$ cat config.mk
export PLATFORM = sky130hd
export DESIGN_NAME = calc_result_tx
export DESIGN_NICKNAME = d
export VERILOG_FILES = /design/src/rtl/calc_pkg.sv /design/src/rtl/calc_result_tx.sv
export SDC_FILE = /design/constraint.sdc
export NUM_CORES = 1
export LEC_CHECK = 0
export BUFFER_PORTS_ARGS = -buffer_cell sky130_fd_sc_hd__buf_2
export CORE_MARGIN = 2
export CORE_UTILIZATION = 30
export DETAILED_ROUTE_END_ITERATION = 6
export PLACE_DENSITY = 0.49
export SETUP_SLACK_MARGIN = 0.1
export SLEW_MARGIN = 20
export SYNTH_ARGS = -nofsm -noshare
export SYNTH_HDL_FRONTEND = slang
export SYNTH_SLANG_ARGS = --single-unit
$ cat constraint.sdc
create_clock -name clk -period 1.5 [get_ports clk]
set_input_delay 0.3 -clock clk [delete_from_list [all_inputs] [get_ports clk]]
set_output_delay 0.3 -clock clk [all_outputs]
set_load 0.01 [all_outputs]
$ cat src/rtl/calc_pkg.sv
// Shared constants for the calculator result transmitter: word tags, FSM encoding, result width.
package calc_pkg;

  localparam int RES_W = 12;

  localparam logic [1:0] TAG_ADD = 2'd0;
  localparam logic [1:0] TAG_SUB = 2'd1;
  localparam logic [1:0] TAG_MUL = 2'd2;
  localparam logic [1:0] TAG_DIV = 2'd3;

  localparam logic [1:0] ST_IDLE = 2'd0;
  localparam logic [1:0] ST_SEND = 2'd1;
  localparam logic [1:0] ST_GAP  = 2'd2;
  localparam logic [1:0] ST_DONE = 2'd3;

  // Widen one captured result to the common word width; sub is two's complement.
  function automatic logic [RES_W-1:0] norm_word(
    input logic [1:0]  tag,
    input logic [6:0]  add,
    input logic [6:0]  sub,
    input logic [11:0] mul,
    input logic [5:0]  div
  );
    case (tag)
      TAG_ADD: return {5'b0, add};
      TAG_SUB: return {{5{sub[6]}}, sub};
      TAG_MUL: return mul;
      default: return {6'b0, div};
    endcase
  endfunction

endpackage

$ cat src/rtl/calc_result_tx.sv
// Captures add/sub/mul/div on i_start, then sends them as four tagged 12-bit words over valid/ready,
// first word one cycle after capture, held while i_ready is low; optional o_parity under CALC_TX_PARITY_EN.
module calc_result_tx
  import calc_pkg::*;
#(
  parameter int GAP_CYCLES = 0
) (
  input  logic             clk,
  input  logic             rstb,
  input  logic             i_start,
  input  logic [6:0]       i_add,
  input  logic [6:0]       i_sub,
  input  logic [11:0]      i_mul,
  input  logic [5:0]       i_div,
  input  logic             i_ready,
  output logic             o_valid,
  output logic [RES_W-1:0] o_data,
  output logic [1:0]       o_tag,
  output logic             o_busy,
`ifdef CALC_TX_PARITY_EN
  output logic             o_parity,
`endif
  output logic             o_done
);

  localparam logic [3:0] GAP_LOAD = 4'((GAP_CYCLES > 0) ? GAP_CYCLES - 1 : 0);

  logic [1:0]       state;
  logic [6:0]       add_q;
  logic [6:0]       sub_q;
  logic [11:0]      mul_q;
  logic [5:0]       div_q;
  logic [1:0]       tag_q;
  logic [3:0]       gap_cnt;
  logic [RES_W-1:0] data_q;
  logic             par_q;

  logic             accept;
  logic [1:0]       tag_nxt;
  logic             load;
  logic [RES_W-1:0] load_val;

  assign accept  = (state == ST_SEND) && i_ready;
  assign tag_nxt = tag_q + 2'd1;

  // The output word is loaded one edge ahead so it is stable for the whole SEND cycle.
  always_comb begin
    load     = 1'b0;
    load_val = data_q;
    if ((state == ST_IDLE) && i_start) begin
      load     = 1'b1;
      load_val = norm_word(TAG_ADD, i_add, i_sub, i_mul, i_div);
    end else if (accept && (tag_q != TAG_DIV)) begin
      load     = 1'b1;
      load_val = norm_word(tag_nxt, add_q, sub_q, mul_q, div_q);
    end
  end

  always_ff @(posedge clk or negedge rstb) begin
    if (!rstb) begin
      state   <= ST_IDLE;
      add_q   <= '0;
      sub_q   <= '0;
      mul_q   <= '0;
      div_q   <= '0;
      tag_q   <= TAG_ADD;
      gap_cnt <= '0;
    end else begin
      case (state)
        ST_IDLE: begin
          if (i_start) begin
            add_q <= i_add;
            sub_q <= i_sub;
            mul_q <= i_mul;
            div_q <= i_div;
            tag_q <= TAG_ADD;
            state <= ST_SEND;
          end
        end
        ST_SEND: begin
          if (i_ready) begin
            if (tag_q == TAG_DIV) begin
              state <= ST_DONE;
            end else begin
              tag_q <= tag_nxt;
              if (GAP_CYCLES > 0) begin
                state   <= ST_GAP;
                gap_cnt <= GAP_LOAD;
              end
            end
          end
        end
        ST_GAP: begin
          if (gap_cnt == 4'd0) state <= ST_SEND;
          else                 gap_cnt <= gap_cnt - 4'd1;
        end
        default: state <= ST_IDLE;
      endcase
    end
  end

  always_ff @(posedge clk or negedge rstb) begin
    if (!rstb) begin
      data_q <= '0;
      par_q  <= 1'b0;
    end else if (load) begin
      data_q <= load_val;
      par_q  <= ^load_val;
    end
  end

  assign o_valid = (state == ST_SEND);
  assign o_data  = data_q;
  assign o_tag   = tag_q;
  assign o_busy  = (state != ST_IDLE);
  assign o_done  = (state == ST_DONE);
`ifdef CALC_TX_PARITY_EN
  assign o_parity = par_q;
`endif

endmodule

==> results.ini <==
[synth]
syn-mean-instance-area_um2 = 12.4
synth_nets = 235
synthCells = 193
synth_edf_count = 0
synth_area_mm2 = 0.00239
ys.flop_type = dfrtp_1
yosysUniqueCellTypes = 37
yosysWarnings = 0
synth_seq_cells = 52
async_flop_share_pct = 100
ys_seq_area_share_pct = 54.5

[job]
drv_cap = 0

[timing]
drv_slew = 0
rsz0062_at_grt = yes
fin_hold_ws_ps = 200
setup_violations = 34
timing.final.crit_share_pct = 105
setup_tns_ps = -891
tightest_slew_ps = 298
fin_skew_ps = 7.62
setup_ws_ps = -73.8
slew_headroom_pct = 80.1
hold_viol = 0
fmax_mhz = 635
finalCriticalPeriod_ps = 1570

[critical_path]
required_ps = 1710
cp_slowest_stage_delay_ps = 420
cp_slowest_cell = dfrtp_1
r2r_setup_slack_ps = -70
path_delay_family = buffers and inverters
critical_path_class = flip-flop to flip-flop
r2r_start = state[1]
cp_max_fo = 5
crit_buf_inv = 4
r2r-end = mul_q[3]
crit_cells = 6
critPathCaptureType = flip-flop
cp_common_cell = buf_6
crit_chain = buf_6 -> nor3b_4 -> buf_6 -> buf_6 -> clkbuf_16 -> mux2_4
r2r_cells = 6
cp.arrival_ps = 1780
startpoint_type = flip-flop

[pwr]
ir_drop_uv = 785
p_clk_share_pct = 14.0
power_switching_uw = 2400
p_seq_share_pct = 34.9
finalPower_uw = 7000
internal_power_uw = 4600
leakage_uw = 0.00167
switching_share_pct = 34.3
comb_power_share_pct = 51.1
powerDensity_mw_per_mm2 = 1890

[clock_network]
cts_buffer_depth = 2
cts.clk_slew.worst_paths_ps = 100
h-tree-depth = 2
tritoncts = built
cts-buffers-inserted = 5
clkSinkCount = 52
cts-root-buf = clkbuf_8
clock_latency_ps = 310

[worst_hold_path]
min-delay-path-class = input port to flip-flop
worstHoldStart = i_div[3]
holdPathStages = 3
min_to = div_q[3]

[detailed_routing]
wl_um = 6550
via_count = 1942
drt_iter0_drc = 80
ant_nets = 0
routedWlPerCell_um = 16.8
dr.pass1.iters = 4
viasPerCell = 4.99
drc = 0

[layout]
syn_to_final_growth_pct = 54.9
diodes = 0
drive_above_1_share_pct = 60.6
nNetsFinal = 328

[grt]
antenna_found_initial = 0
grt_pass1_vias = 2029
grt_pass1_wl_um = 10500
grt_max_degree = 31
overflow = 0
grt_usage_pct = 15.6

[place]
hpwlAfterDp_um = 4140
gp_congestion = 0.711
io_buffers = 52

[floorplan]
die-area_mm2 = 0.00868
core_area_mm2 = 0.00773
rows = 32
fp.dieW_um = 93.2
ioPinCount = 53
start_util_pct = 30.9
die_h_um = 93.2

[run_status]
outcome = complete, but fails checks
violations = setup timing

==> sequential cells by signal (all words and copies together) (netlist names) <==
| signal | cells |
|---|---|
| state | 2 |
| div_q | 6 |
| gap_cnt | 4 |
| o_data | 12 |
| o_tag | 2 |
| add_q | 7 |
| sub_q | 7 |
| mul_q | 12 |
==> synth_stat cells (all sizes together) (2+ instances only) <==
cell type / n / area share (%)
dfrtp: 52 / 55
mux2: 25 / 12
nand2: 12 / 1.9
a22oi: 11 / 3.5
inv: 11 / 1.7
o21ai: 10 / 2.1
buf: 9 / 2.6
a21oi: 7 / 1.6
a221oi: 7 / 2.8
ha: 6 / 3.1
o21a: 6 / 1.9
o32a: 6 / 2.5
o2bb2ai: 5 / 1.8
nand2b: 4 / 1.0
clkbuf: 2 / 0.31
nand3b: 2 / 0.63
nor2: 2 / 0.31
nor3b: 2 / 1.1
==> stage by stage <==
step                cells  utilization [%]  worst slack, ps  cell area [um2]
global placement      359             38.9             5.26             3010
floorplan             193                -             13.5             2510
CTS                   380             44.5            -61.9             3440
detailed placement    359             38.9            -23.8             3010
global route          389             47.8             -140             3690
finish                389             47.8            -73.8             3690
==> timing repair <==
item,in CTS,in global routing
endpoints found under the setup margin,40,52
gates cloned,3,2
pin swaps,8,17
gates resized for setup,43,38
hold buffers,1,0
hold endpoints to repair,10,0
setup buffers,9,8
==> worst min-delay path, delay by kind of cell <==
family / cells / cell delay, ps
buffers and inverters: 1 / 100
and+or+nand+nor: 1 / 40
AOI/OAI and AO/OA: 1 / 40
==> kinds of logic after synthesis <==
family          synth area share [%]
mux                             12.2
flops                           54.5
compound gates                  18.0
buf+inv                         4.67
fa+ha+maj                       3.15
simple gates                    6.71
xor+xnor                       0.734
==> placed cells by master, fill, tap and decap left out, types with 3 or more instances in the layout <==
cell,Yosys,final
a22oi_1,11,9
clkbuf_8,0,5
o32a_1,6,6
o2bb2ai_2,0,5
a21oi_1,6,5
o21ai_1,0,4
mux2_4,0,25
buf_12,0,6
buf_4,2,20
inv_2,0,4
a221oi_1,6,5
nand2_2,0,3
buf_2,5,49
o21a_1,6,6
ha_4,0,4
inv_1,11,6
dfrtp_1,52,50
nand2_1,12,7
o21ai_2,0,4
buf_6,2,15
==> cell type report <==
class | count | area (um2)
Fill cell | 731 | 4030
Sequential cell | 52 | 1300
Multi-Input combinational cell | 119 | 1280
Timing Repair Buffer | 97 | 830
Tap cell | 102 | 128
Clock buffer | 5 | 68.8
Inverter | 11 | 43.8
Clock inverter | 3 | 42.5
==> routing by layer <==
| metal | up-vias | share of wire, % | GRT usage (%) |
|---|---|---|---|
| met3 | 7 | 4.2 | 2.98 |
| li1 | 902 | - | - |
| met4 | 0 | 0.82 | 4.04 |
| met1 | 987 | 47 | 21.8 |
| met2 | 46 | 48 | 25.0 |
| met5 | - | 0 | 0 |
==> power by group through the flow <==
stage / Combinational, uW / Sequential, uW / Clock [uW]
floorplan: 1850 / 2400 / 0
global placement: 2700 / 2440 / 0
detailed placement: 2730 / 2450 / 0
CTS: 3300 / 2440 / 1010
global route: 3870 / 2520 / 1080
finish: 3570 / 2440 / 983
==> how the worst max path moves through the flow <==
stage / from / end / slack [ps]
after global routing: state[1] / add_q[2] / -140
after global placement: o_tag[0] / o_data[0] / 5
after detailed placement: o_tag[0] / o_data[3] / -20
after floorplan: o_tag[0] / o_data[0] / 10
final: state[1] / mul_q[3] / -70
after CTS: o_tag[1] / o_data[0] / -60
Note: power is estimated with default switching activity, not from simulation.
